$ cat src/rtl/spi_flash_reader.sv
// SPI NOR read engine: issues 0x03 READ frames in mode 0
// and streams the returned bytes out over a valid/ready port.
module spi_flash_reader #(
    parameter int CLK_DIV      = 2,
    parameter int DESEL_CYCLES = 4
) (
    input  logic        clk,
    input  logic        reset_n,
    input  logic        cmd_valid,
    output logic        cmd_ready,
    input  logic [23:0] cmd_addr,
    input  logic [7:0]  cmd_len,
    output logic        out_valid,
    input  logic        out_ready,
    output logic [7:0]  out_data,
    output logic        busy,
    output logic        done,
    output logic        flash_csb,
    output logic        flash_clk,
    output logic        flash_io0,
    input  logic        flash_io1
);

    localparam logic [7:0] DIV_M1   = 8'(CLK_DIV - 1);
    localparam logic [7:0] DESEL_M1 = 8'(DESEL_CYCLES - 1);

    typedef enum logic [2:0] {
        S_IDLE,
        S_CMD,
        S_ADDR,
        S_DATA,
        S_HOLD,
        S_DESEL
    } state_t;

    state_t      r_state;
    state_t      w_next;

    logic        r_csb;
    logic        r_sck;
    logic        r_io0;
    logic        r_valid;
    logic        r_done;
    logic        r_load;
    logic [7:0]  r_data;
    logic [7:0]  r_shin;
    logic [7:0]  r_div;
    logic [7:0]  r_tmr;
    logic [31:0] r_sh;
    logic [4:0]  r_bit;
    logic [8:0]  r_bytes;

    logic        w_accept;
    logic        w_shift;
    logic        w_div_end;
    logic        w_stall;
    logic        w_rise;
    logic        w_fall;
    logic [31:0] w_frame;

    assign w_frame   = {8'h03, cmd_addr};
    assign w_accept  = cmd_valid && cmd_ready;
    assign w_shift   = (r_state == S_CMD) || (r_state == S_ADDR)
                    || (r_state == S_DATA);
    assign w_div_end = (r_div == DIV_M1);
    // Hold SCK low before the last bit of a byte while the previous one is unread
    assign w_stall   = (r_state == S_DATA) && !r_sck
                    && (r_bit[2:0] == 3'd7) && r_valid && !out_ready;
    assign w_rise    = w_shift && !r_sck && w_div_end && !w_stall;
    assign w_fall    = w_shift && r_sck && w_div_end;

    assign cmd_ready = (r_state == S_IDLE) && !r_valid;
    assign busy      = (r_state != S_IDLE);
    assign done      = r_done;
    assign out_valid = r_valid;
    assign out_data  = r_data;
    assign flash_csb = r_csb;
    assign flash_clk = r_sck;
    assign flash_io0 = r_io0;

    always_ff @(posedge clk or negedge reset_n) begin
        if (!reset_n) r_state <= S_IDLE;
        else          r_state <= w_next;
    end

    always_comb begin
        w_next = r_state;
        unique case (r_state)
            S_IDLE:  if (w_accept) w_next = S_CMD;
            S_CMD:   if (w_fall && r_bit == 5'd0) w_next = S_ADDR;
            S_ADDR:  if (w_fall && r_bit == 5'd0) w_next = S_DATA;
            S_DATA:  if (w_fall && r_bit[2:0] == 3'd7 && r_bytes == 9'd1)
                         w_next = S_HOLD;
            S_HOLD:  if (w_div_end) w_next = S_DESEL;
            S_DESEL: if (r_tmr == 8'd0) w_next = S_IDLE;
            default: w_next = S_IDLE;
        endcase
    end

    always_ff @(posedge clk or negedge reset_n) begin
        if (!reset_n) begin
            r_csb   <= 1'b1;
            r_sck   <= 1'b0;
            r_io0   <= 1'b0;
            r_valid <= 1'b0;
            r_done  <= 1'b0;
            r_load  <= 1'b0;
            r_data  <= '0;
            r_shin  <= '0;
            r_div   <= '0;
            r_tmr   <= '0;
            r_sh    <= '0;
            r_bit   <= '0;
            r_bytes <= '0;
        end else begin
            r_done <= 1'b0;
            r_load <= 1'b0;
            if (r_valid && out_ready) r_valid <= 1'b0;
            if (r_load) begin
                r_valid <= 1'b1;
                r_data  <= r_shin;
            end
            if (w_shift) begin
                if (w_rise || w_fall) r_div <= '0;
                else if (!w_stall)    r_div <= r_div + 8'd1;
                if (w_rise) r_sck <= 1'b1;
                if (w_fall) r_sck <= 1'b0;
            end
            unique case (r_state)
                S_IDLE: if (w_accept) begin
                    r_csb   <= 1'b0;
                    r_sck   <= 1'b0;
                    r_io0   <= w_frame[31];
                    r_sh    <= w_frame;
                    r_bit   <= 5'd7;
                    r_div   <= '0;
                    r_bytes <= (cmd_len == 8'd0) ? 9'd256 : {1'b0, cmd_len};
                end
                S_CMD, S_ADDR: if (w_fall) begin
                    r_sh  <= {r_sh[30:0], 1'b0};
                    r_io0 <= r_sh[30];
                    if (r_bit != 5'd0)       r_bit <= r_bit - 5'd1;
                    else if (r_state == S_CMD) r_bit <= 5'd23;
                end
                S_DATA: if (w_fall) begin
                    r_shin <= {r_shin[6:0], flash_io1};
                    r_bit  <= {2'b00, r_bit[2:0] + 3'd1};
                    if (r_bit[2:0] == 3'd7) begin
                        r_load  <= 1'b1;
                        r_bytes <= r_bytes - 9'd1;
                    end
                end
                S_HOLD: begin
                    if (w_div_end) begin
                        r_csb  <= 1'b1;
                        r_done <= 1'b1;
                        r_tmr  <= DESEL_M1;
                    end else begin
                        r_div <= r_div + 8'd1;
                    end
                end
                S_DESEL: if (r_tmr != 8'd0) r_tmr <= r_tmr - 8'd1;
                default: ;
            endcase
        end
    end

endmodule
$ cat config.mk
export PLATFORM = sky130hd
export DESIGN_NAME = spi_flash_reader
export DESIGN_NICKNAME = d
export VERILOG_FILES = /design/src/rtl/spi_flash_reader.sv
export SDC_FILE = /design/constraint.sdc
export NUM_CORES = 1
export LEC_CHECK = 0
export CORE_MARGIN = 5
export CORE_UTILIZATION = 29
export DETAILED_ROUTE_END_ITERATION = 8
export GPL_ROUTABILITY_DRIVEN = 0
export GPL_TIMING_DRIVEN = 0
export SYNTH_ARGS = -nofsm -noshare
export SYNTH_HDL_FRONTEND = slang
export SYNTH_SLANG_ARGS = --single-unit
export TNS_END_PERCENT = 5
$ cat constraint.sdc
create_clock -name clk -period 4.16 [get_ports clk]
set_clock_uncertainty 0.2 [all_clocks]
set_input_delay 0.416 -clock clk [delete_from_list [all_inputs] [get_ports clk]]
set_output_delay 0.416 -clock clk [all_outputs]
set_load 0.005 [all_outputs]
==> flow_summary_export.csv <==
group,metric,value,unit
cts,cts_resized,0,
finish,diodes,0,
power,p_leak,2.29,nW
finish,area_delta_synth_final,24.6,%
power,p_per_area,377,nW/um2
setup_path,cp-end-kind,"output pin",
timing,period_needed,2.90,ns
synth,synth_nets,523,
timing,period_share,69.8,%
finish,fillers,1465,
cts,cts_sinks,86,
detailed_routing,drt-vias-per-instance,5.06,
synth,synth_cell_types,57,
synth,synth-edff-count,0,
synth,postSynthCellCount,477,
synth,synthTopCellsByCount,"85 x dfrtp_1, 68 x nand2_1, 52 x nor2_1, 30 x o21ai_0, 29 x a31oi_1",
synth,syn-mean-instance-area,9.13,um2
floorplan,start_util,29.7,%
detailed_routing,wl,10400,um
timing,finalHoldViolations,0,
cts,path_clk_slew,0.06,ns
cts,clockBufferDepth,2,
cts,clock_latency,0.34,ns
status,status,"finished, final reports clean",
synth,async_flop_share,100,%
cts,ctsHoldBuffers,1,
cts,htree_levels,3,
finish,nets,587,
detailed_routing,ant_nets,0,
detailed_routing,dr.pass1.iters,5,
synth,synth_area_leaders,"dfrtp_1 49%, nand2_1 5.9%, nor2_1 4.5%",
detailed_routing,via_count,3696,
place,dp_hpwl,7470,um
timing,max_slew_margin,47.1,%
timing,tightest_slew,0.790,ns
synth,yosys_warnings,0,
cts,root_buffer,"clkbuf_16",
floorplan,io_pins,52,
global_route,grt_pass1_wl,18100,um
synth,ys_ff_latch,86,
synth,synth_area,4360,um2
setup_path,required,3.54,ns
place,pre_cts_ws,1.41,ns
finish,drive_gt1_share,8.79,%
floorplan,die_h,133,um
timing,whs,0.303,ns
hold_path,hold_class,"reg -> reg",
detailed_routing,drt-wirelength-per-cell,14.2,um
finish,final_util,37.1,%
setup_path,cp.arrival,2.29,ns
setup_path,crit_path_start_kind,"flip-flop",
cts,cts_buffers,9,
synth,yosysSeqAreaShare,49.4,%
setup_path,critPathMaxFanout,10,
job,maxCapViolations,0,
timing,slew_viol_final,0,
global_route,grt_pass1_vias,3678,
timing,fin_tns_setup,0,ns
detailed_routing,drc_errors,0,
synth,yosysMostFrequentCell,"dfrtp_1",
global_route,overflow,0,
floorplan,floorplan.rows,44,
timing,rsz0062_at_grt,"false",
cts,post-cts-setup-buffers,0,
global_route,grt_use_total,12.4,%
power,irDropWorstVdd,193,uV
timing,fmax,345,MHz
global_route,grt_max_degree,50,
synth,synth_top_area_share,48.8,%
detailed_routing,first_iter_violations,349,
setup_path,critical_path_class,"reg -> out",
cts,cts_tree,"built",
global_route,antenna_found_initial,0,
floorplan,die_area,17600,um2
synth,ys.flop_type,"dfrtp_1",
floorplan,die_w,133,um
floorplan,core-area,14600,um2
place,io_buffers,51,
timing,layout_setup_ws,1.26,ns
timing,setup_viol,0,
synth,yosysTopAreaCell,"dfrtp_1",
## per-layer routing
| metal | global-route usage [%] | wire (um) |
|---|---|---|
| met1 | 16.4 | 4830 |
| met2 | 19.7 | 4920 |
| met3 | 3.95 | 542 |
| met4 | 3.12 | 104 |
| met5 | 0 | 0 |
## stage by stage
stage / area [um2] / instances / total power [W]
2_1_floorplan: 4360 / 477 / 0.00113
3_3_place_gp: 5100 / 712 / 0.00124
3_5_place_dp: 5120 / 713 / 0.00126
4_1_cts: 5430 / 730 / 0.00208
5_1_grt: 5430 / 730 / 0.00216
6_report: 5430 / 730 / 0.00204
## state kept, by name (all words and copies together), names as in the netlist
signal     flops
r_sh          31
r_bytes        9
out_data       8
r_div          8
r_shin         8
r_tmr          8
r_bit          5
r_state        3
done           1
flash_clk      1
flash_csb      1
flash_io0      1
out_valid      1
r_load         1
## path summary, 6_finish.rpt
path,to,cells after the start,from,slack [ns]
worst max-delay path,cmd_ready,5,r_state[2],1.26
worst min-delay path,out_data[0],1,out_data[0],0.30
worst max register to register,r_div[2],8,r_bit[0],1.51
worst min register to register,out_data[0],1,out_data[0],0.30
max in group asynchronous,out_valid,3,reset_n,2.75
min in group asynchronous,r_sh[8],2,reset_n,0.41
## kinds of logic (layout without fill, tap and decap cells)
group,Yosys count,in the layout,share of synthesized area [%]
simple gates,201,201,22.2
compound gates,109,109,15.4
flops,86,86,49.4
buf+inv,46,115,4.17
mux,18,18,4.60
fa+ha+maj,9,9,2.59
xor+xnor,8,8,1.61
## report_power, final
part	internal [W]	switching (W)	total, W
sequential	0.000887	0.0000731	0.000960
clock	0.000499	0.000301	0.000800
combinational	0.000134	0.000151	0.000285
## final cells by class
type / count / area, um2 / area share (%)
inverters: 20 / 75.1 / 1.38
well taps: 184 / 230 / 4.24
clock buffers: 15 / 268 / 4.93
flip-flops and latches: 86 / 2150 / 39.7
plain buffers: 26 / 106 / 1.96
repair buffers: 53 / 546 / 10.0
clock inverters: 1 / 30.0 / 0.553
multi-input cells: 345 / 2020 / 37.2
## critical path, cell delays in order, from the launching register on
cell             delay, ns
dfrtp_1               0.39
clkbuf_1              0.22
clkbuf_1              0.29
or3_1                 0.41
nor2_1                0.11
clkdlybuf4s50_1       0.52
## placed cells by master, fill, tap and decap left out, drive strengths merged, types with 3 or more instances in the layout
cell type      synthesis  final
mux2                  16     16
a211oi                 3      3
o22ai                  4      4
a21oi                 21     21
nand2b                 5      5
nor2                  52     52
xor2                   7      7
nor3                  15     15
a31oi                 29     29
o21a                   3      3
nand2                 68     68
clkdlybuf4s50          0     50
nand4                  3      3
clkbuf                21     36
buf                    5      7
nor4b                  3      3
or2                    3      3
o21ai                 31     31
dfrtp                 85     85
or3                    4      4
nor4                   5      5
nand3                 27     27
ha                     9      9
inv                   20     20
(Power assumes the default switching activity.)
